<file path="config.mk">
export PLATFORM = sky130hd
export DESIGN_NAME = adc_acq_sched
export DESIGN_NICKNAME = d
export VERILOG_FILES = /design/src/rtl/adc_acq_pkg.sv /design/src/rtl/adc_acq_accum.sv /design/src/rtl/adc_acq_sched.sv
export SDC_FILE = /design/constraint.sdc
export NUM_CORES = 1
export LEC_CHECK = 0
export BUFFER_PORTS_ARGS = -buffer_cell sky130_fd_sc_hd__clkbuf_2
export CAP_MARGIN = 20
export CORE_MARGIN = 2
export CORE_UTILIZATION = 40
export CTS_CLUSTER_DIAMETER = 30
export CTS_CLUSTER_SIZE = 24
export DETAILED_ROUTE_END_ITERATION = 7
export MAX_ROUTING_LAYER = met4
export PLACE_DENSITY_LB_ADDON = 0.15
export SYNTH_ARGS = -nofsm -noshare
export SYNTH_HDL_FRONTEND = slang
export SYNTH_SLANG_ARGS = --single-unit
</file>
<file path="constraint.sdc">
create_clock -name i_clk -period 2.8 [get_ports i_clk]
set_input_delay 0.28 -clock i_clk [delete_from_list [all_inputs] [get_ports i_clk]]
set_output_delay 0.28 -clock i_clk [all_outputs]
set_load 0.01 [all_outputs]
</file>
<file path="src/rtl/adc_acq_pkg.sv">
// Shared types, widths and helpers for the ADC acquisition scheduler.
// The sign-extension helper is tied to the package DATA_W/ACC_W widths.
package adc_acq_pkg;

    localparam int DATA_W  = 20;
    localparam int CNT_W   = 16;
    localparam int DECIM_W = 8;
    localparam int ACC_W   = 36;

    typedef enum logic [1:0] {
        ST_IDLE   = 2'd0,
        ST_SETTLE = 2'd1,
        ST_ACQ    = 2'd2,
        ST_HOLD   = 2'd3
    } acq_state_e;

    function automatic logic [ACC_W-1:0] sign_ext(input logic [DATA_W-1:0] x);
        return {{(ACC_W-DATA_W){x[DATA_W-1]}}, x};
    endfunction

endpackage

</file>
<file path="src/rtl/adc_acq_accum.sv">
// Decimating sign-extending accumulator with sample counter and sticky overload flag.
// clr restarts a burst; en marks an ADC strobe that arrives while acquiring.
module adc_acq_accum
    import adc_acq_pkg::*;
(
    input  logic               clk,
    input  logic               rst,
    input  logic               clr,
    input  logic               en,
    input  logic [DECIM_W-1:0] decim,
    input  logic [DATA_W-1:0]  sample,
    input  logic               overload,
    output logic [ACC_W-1:0]   acc,
    output logic [CNT_W-1:0]   cnt,
    output logic               ovl_seen,
    output logic               take
);

    logic [DECIM_W-1:0] decim_cnt_r;

    // Strobe is accepted when the decimation countdown has expired
    assign take = (decim_cnt_r == {DECIM_W{1'b0}});

    // Accumulator, sample counter, decimation countdown and overload flag
    always_ff @(posedge clk) begin
        if (rst || clr) begin
            acc         <= {ACC_W{1'b0}};
            cnt         <= {CNT_W{1'b0}};
            ovl_seen    <= 1'b0;
            decim_cnt_r <= {DECIM_W{1'b0}};
        end else if (en) begin
            if (take) begin
                acc         <= acc + sign_ext(sample);
                cnt         <= cnt + CNT_W'(1);
                ovl_seen    <= ovl_seen | overload;
                decim_cnt_r <= decim;
            end else begin
                decim_cnt_r <= decim_cnt_r - DECIM_W'(1);
            end
        end else begin
            decim_cnt_r <= decim_cnt_r;
        end
    end

endmodule

</file>
<file path="src/rtl/adc_acq_sched.sv">
// Burst scheduler for the serial-ADC front end: settle, decimate, accumulate N
// samples, then hand the signed sum to the consumer over valid/ready.
module adc_acq_sched
    import adc_acq_pkg::*;
#(
    parameter int SETTLE_SAMPLES = 2
) (
    input  logic               i_clk,
    input  logic               i_rst,
    input  logic               i_start,
    input  logic               i_abort,
    input  logic [CNT_W-1:0]   i_num_samples,
    input  logic [DECIM_W-1:0] i_decim,
    input  logic               i_sample_syn,
    input  logic [DATA_W-1:0]  i_sample,
    input  logic               i_overload,
    output logic               o_adc_en,
    output logic               o_busy,
    output logic [ACC_W-1:0]   o_acc,
    output logic [CNT_W-1:0]   o_acc_cnt,
    output logic               o_ovl_seen,
    output logic               o_acc_valid,
    input  logic               i_acc_ready,
    output logic               o_done
);

    localparam int SETTLE_W = 8;
    localparam logic [SETTLE_W-1:0] SETTLE_LAST =
        SETTLE_W'((SETTLE_SAMPLES > 0) ? SETTLE_SAMPLES - 1 : 0);

    acq_state_e          state_r, state_d;
    logic [CNT_W-1:0]    n_r, n_d;
    logic [DECIM_W-1:0]  d_r, d_d;
    logic [SETTLE_W-1:0] settle_r, settle_d;
    logic                adc_en_r, adc_en_d;
    logic                valid_r, valid_d;
    logic                done_r, done_d;
    logic                acc_clr_s, acc_en_s, take_s, last_s;

    assign acc_en_s = (state_r == ST_ACQ) && i_sample_syn && !i_abort;
    assign last_s   = acc_en_s && take_s && ((o_acc_cnt + CNT_W'(1)) == n_r);

    adc_acq_accum u_accum (
        .clk      (i_clk),
        .rst      (i_rst),
        .clr      (acc_clr_s),
        .en       (acc_en_s),
        .decim    (d_r),
        .sample   (i_sample),
        .overload (i_overload),
        .acc      (o_acc),
        .cnt      (o_acc_cnt),
        .ovl_seen (o_ovl_seen),
        .take     (take_s)
    );

    // State register and registered control outputs
    always_ff @(posedge i_clk) begin
        if (i_rst) begin
            state_r  <= ST_IDLE;
            n_r      <= {CNT_W{1'b0}};
            d_r      <= {DECIM_W{1'b0}};
            settle_r <= {SETTLE_W{1'b0}};
            adc_en_r <= 1'b0;
            valid_r  <= 1'b0;
            done_r   <= 1'b0;
        end else begin
            state_r  <= state_d;
            n_r      <= n_d;
            d_r      <= d_d;
            settle_r <= settle_d;
            adc_en_r <= adc_en_d;
            valid_r  <= valid_d;
            done_r   <= done_d;
        end
    end

    // Next-state and next-output logic
    always_comb begin
        state_d   = state_r;
        n_d       = n_r;
        d_d       = d_r;
        settle_d  = settle_r;
        adc_en_d  = adc_en_r;
        valid_d   = valid_r;
        done_d    = 1'b0;
        acc_clr_s = 1'b0;
        case (state_r)
            ST_IDLE: begin
                if (i_start && !i_abort) begin
                    acc_clr_s = 1'b1;
                    n_d       = (i_num_samples == {CNT_W{1'b0}}) ? CNT_W'(1) : i_num_samples;
                    d_d       = i_decim;
                    settle_d  = {SETTLE_W{1'b0}};
                    adc_en_d  = 1'b1;
                    state_d   = (SETTLE_SAMPLES == 0) ? ST_ACQ : ST_SETTLE;
                end else begin
                    state_d = ST_IDLE;
                end
            end
            ST_SETTLE: begin
                if (i_abort) begin
                    state_d  = ST_IDLE;
                    adc_en_d = 1'b0;
                    settle_d = {SETTLE_W{1'b0}};
                end else if (i_sample_syn) begin
                    if (settle_r == SETTLE_LAST) begin
                        state_d  = ST_ACQ;
                        settle_d = {SETTLE_W{1'b0}};
                    end else begin
                        settle_d = settle_r + SETTLE_W'(1);
                    end
                end else begin
                    settle_d = settle_r;
                end
            end
            ST_ACQ: begin
                if (i_abort) begin
                    state_d  = ST_IDLE;
                    adc_en_d = 1'b0;
                end else if (last_s) begin
                    state_d  = ST_HOLD;
                    adc_en_d = 1'b0;
                    valid_d  = 1'b1;
                    done_d   = 1'b1;
                end else begin
                    state_d = ST_ACQ;
                end
            end
            ST_HOLD: begin
                if (i_abort || i_acc_ready) begin
                    state_d = ST_IDLE;
                    valid_d = 1'b0;
                end else begin
                    state_d = ST_HOLD;
                end
            end
            default: begin
                state_d  = ST_IDLE;
                adc_en_d = 1'b0;
                valid_d  = 1'b0;
            end
        endcase
    end

    assign o_busy      = (state_r != ST_IDLE);
    assign o_adc_en    = adc_en_r;
    assign o_acc_valid = valid_r;
    assign o_done      = done_r;

endmodule

</file>
# == Yosys cells after proc, flatten, opt, wreduce, memory -nomap -nowiden ==
# Index checks and enable logic that the tools add are counted.
# word_totals
regBits,98
input_bits,51
output_inout_bits,57
wordCells,79
# op_classes
addsub,4
n_eq_ne,13
muxes,27
n_bitwise,2
reduce_logical,22
# ops
cell,n
8-bit two-way mux,5
36-bit adder,1
"16-bit by 1-bit adder with 16-bit output, second input constant",1
16-bit equality test,1
16-bit zero test,1
16-bit two-way mux,1
8-bit one-hot mux with 2 select lines,1
1-bit two-way mux,12
2-bit two-way mux,5
"2-bit != test, second input constant",5
"3-bit != test, second input constant",3
"8-bit by 1-bit adder with 8-bit output, second input constant",1
"8-bit by 1-bit equality test with 1-bit output, second input constant",1
8-bit zero test,1
2-bit one-hot mux with 4 select lines,1
4-bit AND reduction,2
"8-bit by 1-bit subtractor with 8-bit output, second input constant",1
2-bit AND reduction,3
2-bit nonzero test,3
1-bit logical AND,5
"2-bit equality test, second input constant",2
1-bit one-hot mux with 3 select lines,1
3-bit AND reduction,1
3-bit nonzero test,1
other kinds (8),9

# == Longest topological paths before layout ==
# depth
ltp_word,8
depth_mapped,13
ltp_nobuf,11

# == Modules after synthesis ==
# Synthesis repeated with hierarchy kept, for this count alone.
# unflattened
hier_cells,872
hier_area_um2,6658.9
# modules_own_cells
mod,n_inst,cells_per_inst,area_per_inst_um2
adc_acq_accum,1,590,4469.3
adc_acq_sched,1,282,2189.6

# == Worst setup path before layout ==
# Ideal clock, no wire load.
# synth_path
path_kind,reg2reg
startpoint,reg u_accum.acc[1]
endpoint,reg u_accum.acc[33]
arrival_ns,2.739
t_required_ns,2.683
path_slack_ns,-0.056
path_stages_with_launch,11
n_path_buf,0
period_less_slack_ns,2.856
cell_sequence,dfxtp_1 ha_1 a211oi_1 o211ai_1 a211oi_1 o21bai_1 nor3b_1 o221ai_1 o41ai_1 mux2i_1 nand2_1
# synth_between
elab_chain_cells,1
# synth_lines
element,line,source
from (decl),adc_acq_accum.sv:13,"output logic [ACC_W-1:0] acc,"
from (signal assigned),adc_acq_accum.sv:27,acc <= {ACC_W{1'b0}};
from (signal assigned),adc_acq_accum.sv:33,acc <= acc + sign_ext(sample);
36-bit adder,adc_acq_accum.sv:33,
# Every way passes these cells.
# A chain may end at the register's enable or synchronous reset.

# == Final worst setup path ==
# layout_path
startpoint,reg u_accum.acc[0]
endpoint,reg u_accum.acc[32]
# Same word-level chain as after synthesis.

==> impl_metrics.xml <==
<?xml version="1.0" encoding="UTF-8"?>
<metrics>
  <group name="cts">
    <metric name="cts.sinks" unit="">98</metric>
    <metric name="max-clock-path-buffers" unit="">2</metric>
    <metric name="clk_root_buffer_cell" unit="">clkbuf_16</metric>
    <metric name="later_pin_clock_latency_in_the_skew_report" unit="ns">0.36</metric>
    <metric name="cts.hold.buffers_added" unit="">0</metric>
    <metric name="clk_pin_slew_worst_paths" unit="ns">0.07</metric>
    <metric name="clock_tree_from_tritoncts" unit="">yes</metric>
    <metric name="cts_buffers" unit="">9</metric>
    <metric name="ctsHtreeMaxLevel" unit="">3</metric>
  </group>
  <group name="yosys">
    <metric name="synth_area" unit="sq um">6180</metric>
    <metric name="synthesis.instances" unit="">769</metric>
    <metric name="yosys_warnings" unit="">0</metric>
    <metric name="postSynthRegisterBits" unit="">98</metric>
    <metric name="synthesis.area_per_instance" unit="sq um">8.03</metric>
    <metric name="synth-seq-area-share" unit="%">31.8</metric>
    <metric name="synth_fp_nets" unit="">864</metric>
    <metric name="ys.flop_type" unit="">dfxtp_1</metric>
    <metric name="edff_count_synth" unit="">0</metric>
    <metric name="synth.distinct_cells" unit="">64</metric>
    <metric name="asyncSetResetFlopFracSynth" unit="%">0</metric>
  </group>
  <group name="place">
    <metric name="gpl.final_weighted_congestion" unit="">0.951</metric>
    <metric name="place.detailed.hpwl" unit="mm">13.2</metric>
    <metric name="buffer_ports.inserted" unit="">107</metric>
    <metric name="dp_slack" unit="ns">-0.191</metric>
  </group>
  <group name="min_path">
    <metric name="worstHoldPathType" unit="">in2reg</metric>
  </group>
  <group name="routing">
    <metric name="vias" unit="">6127</metric>
    <metric name="post_drt_via_cell_ratio" unit="">5.47</metric>
    <metric name="drt_iter0_drc" unit="">382</metric>
    <metric name="pre_antenna_drt_iters" unit="">4</metric>
    <metric name="post_drt_wl_per_cell" unit="um">15.5</metric>
    <metric name="totalWireLength" unit="mm">17.4</metric>
    <metric name="antenna_violating_nets_post_route" unit="">0</metric>
    <metric name="drc_errors" unit="">0</metric>
  </group>
  <group name="die">
    <metric name="die_y" unit="um">128</metric>
    <metric name="rows" unit="">45</metric>
    <metric name="ioPinCount" unit="">108</metric>
    <metric name="start_util" unit="%">40.8</metric>
    <metric name="fp.dieArea" unit="sq um">16400</metric>
    <metric name="dieWidth" unit="um">128</metric>
    <metric name="core-area" unit="sq um">15100</metric>
  </group>
  <group name="sta">
    <metric name="maxClockFrequency" unit="GHz">0.366</metric>
    <metric name="timing.slew.headroom" unit="%">64.0</metric>
    <metric name="post-route-period-util" unit="%">97.5</metric>
    <metric name="final.min_clock_period" unit="ns">2.73</metric>
    <metric name="setup_viol" unit="">0</metric>
    <metric name="final_count_of_hold_timing_violations" unit="">0</metric>
    <metric name="clock_skew" unit="ns">0.00994</metric>
    <metric name="fin_tns_setup" unit="ns">0</metric>
    <metric name="maxSlewViolCount" unit="">0</metric>
    <metric name="worst_pin_slew" unit="ns">0.538</metric>
    <metric name="rsz0062_at_grt" unit="">yes</metric>
    <metric name="finalWorstSetupSlack" unit="ns">0.0710</metric>
  </group>
  <group name="power_and_ir_drop">
    <metric name="power_density" unit="nW/um^2">393</metric>
    <metric name="static-leakage-power" unit="nW">3.39</metric>
    <metric name="vdd_ir_drop_max" unit="uV">286</metric>
  </group>
  <group name="critical_path">
    <metric name="crit_path_max_incr_delay" unit="ns">0.43</metric>
    <metric name="worst-endpoint-required" unit="ns">3.04</metric>
    <metric name="criticalPathCategory" unit="">reg2reg</metric>
    <metric name="critical_path_peak_fanout" unit="">4</metric>
    <metric name="cp_slowest_cell" unit="">fa_1</metric>
    <metric name="crit_path_end_kind" unit="">register</metric>
    <metric name="worstPathArrival" unit="ns">2.97</metric>
    <metric name="timing.critical_path.from_type" unit="">register</metric>
    <metric name="crit_chain" unit="">ha_1 &gt; fa_1 &gt; a21o_1 &gt; nand3_1 &gt; a31oi_2 &gt; a21oi_2 &gt; o211ai_1 &gt; nand4b_1 &gt; nor3b_2 &gt; buf_4 &gt; mux2i_1 &gt; a21oi_1</metric>
  </group>
  <group name="flow_run">
    <metric name="drv.max_cap_violation_count" unit="">0</metric>
  </group>
  <group name="grt">
    <metric name="overflow" unit="">0</metric>
    <metric name="first_global_vias" unit="">5931</metric>
    <metric name="grt_antenna_before_repair" unit="">0</metric>
    <metric name="largest_net_degree_at_the_start_of_global_routing" unit="">31</metric>
    <metric name="grtUsageTotal" unit="%">22.2</metric>
    <metric name="first_pass_grt_wire_length" unit="mm">28.9</metric>
  </group>
  <group name="run_status">
    <metric name="outcome" unit="">finished clean</metric>
  </group>
  <group name="finish">
    <metric name="n_antenna_cell" unit="">0</metric>
    <metric name="layout_common_cells" unit="">nand2_1 (112), clkbuf_2 (107), dfxtp_1 (96), a21oi_1 (83), buf_4 (70)</metric>
    <metric name="post_synthesis_to_final_layout_area_growth" unit="%">26.6</metric>
    <metric name="post-route-util" unit="%">51.6</metric>
    <metric name="nNetsFinal" unit="">1024</metric>
    <metric name="final_layout_size_suffix_gt1_share" unit="%">25.5</metric>
    <metric name="layout_commonest_cell" unit="">nand2_1</metric>
  </group>
</metrics>
-- per-stage QoR --
stage               std cells  power (W)  cell area (sq um)  hold slack, ns
floorplan                 769    0.00169               6190           0.406
global placement         1103    0.00181               7360           0.447
detailed placement       1103    0.00182               7360           0.453
CTS                      1119    0.00309               7670           0.140
global route             1121    0.00320               7820           0.151
finish                   1121    0.00307               7820           0.144
-- worst paths after layout --
path | from | to | slack [ns] | cells after the start
hold / removal | i_decim[4] | d_r[4] | 0.14 | 3
setup reg to reg | u_accum.acc[0] | u_accum.acc[32] | 0.07 | 12
hold reg to reg | d_r[6] | d_r[6] | 0.46 | 2
setup / recovery | u_accum.acc[0] | u_accum.acc[32] | 0.07 | 12
-- critical path: cells and delay by family (launching register included) --
kind	cells	cell delay, ns
simple gates	3	0.45
buf+inv	1	0.14
flops	1	0.33
fa+ha+maj	2	0.68
compound gates	5	0.85
mux	1	0.17
-- sequential cells by signal (all words and copies together) (netlist names) --
register / cells
u_accum.acc: 36
n_r: 16
u_accum.cnt: 16
d_r: 8
settle_r: 8
u_accum.decim_cnt_r: 8
state_r: 2
o_acc_valid: 1
o_adc_en: 1
o_done: 1
u_accum.ovl_seen: 1
-- cell families (layout without fill, tap and decap cells) --
family	Yosys count	count (layout)	synth area share, %
simple gates	287	287	23.1
compound gates	220	220	22.6
flops	98	98	31.8
xor+xnor	64	64	9.08
buf+inv	49	213	3.24
fa+ha+maj	44	44	9.04
mux	7	7	1.18
-- repair_timing --
item | in CTS | in global routing
setup buffers | 1 | 2
hold endpoints to repair | 0 | 0
gates resized for setup | 2 | 28
endpoints found under the setup margin | 2 | 14
pin swaps | 1 | 11
-- per-layer routing --
metal / up-vias / global-route usage (%) / wire [um]
met4: 0 / 7.11 / 293
met1: 2878 / 29.1 / 8290
li1: 3091 / - / -
met2: 138 / 35.7 / 8050
met3: 20 / 2.80 / 722
met5: - / - / 0
-- power breakdown --
group	leakage, nW	switching [W]	internal, W
combinational	2.46	0.000204	0.000150
clock	0.142	0.000582	0.000692
sequential	0.794	0.0000225	0.00142
total	3.39	0.000809	0.00226
-- Yosys cell counts, types with 4 or more instances --
| library cell | count | area share (%) |
|---|---|---|
| buf_2 | 4 | 0.32 |
| a21o_1 | 24 | 2.9 |
| o21ai_0 | 41 | 3.3 |
| nor4_1 | 6 | 0.61 |
| nor2_1 | 51 | 3.1 |
| nand2_1 | 112 | 6.8 |
| a22o_1 | 14 | 2.0 |
| nor3b_1 | 4 | 0.49 |
| nor3_1 | 19 | 1.5 |
| nand4_1 | 14 | 1.4 |
| o31ai_1 | 5 | 0.61 |
| a31oi_1 | 8 | 0.81 |
| xnor2_1 | 39 | 5.5 |
| ha_1 | 43 | 8.7 |
| nand2b_1 | 8 | 0.81 |
| a21oi_1 | 86 | 7.0 |
| xor2_1 | 25 | 3.5 |
| o211ai_1 | 4 | 0.49 |
| and3_1 | 6 | 0.61 |
| mux2i_1 | 5 | 0.81 |
| nand3_1 | 24 | 1.9 |
| inv_1 | 20 | 1.2 |
| clkbuf_1 | 23 | 1.4 |
| dfxtp_1 | 98 | 32 |
| or3_1 | 9 | 0.91 |
| a211oi_1 | 12 | 1.5 |
| o22ai_1 | 4 | 0.41 |
-- area by class of cell --
class,instances,area [sq um]
fillers,1449,7330
multi-input cells,622,4170
flip-flops and latches,98,1960
repair buffers,178,1080
well taps,188,235
clock buffers,9,225
inverters,20,75.1
clock inverters,6,65.1
Power figures use the tool's default switching activity.
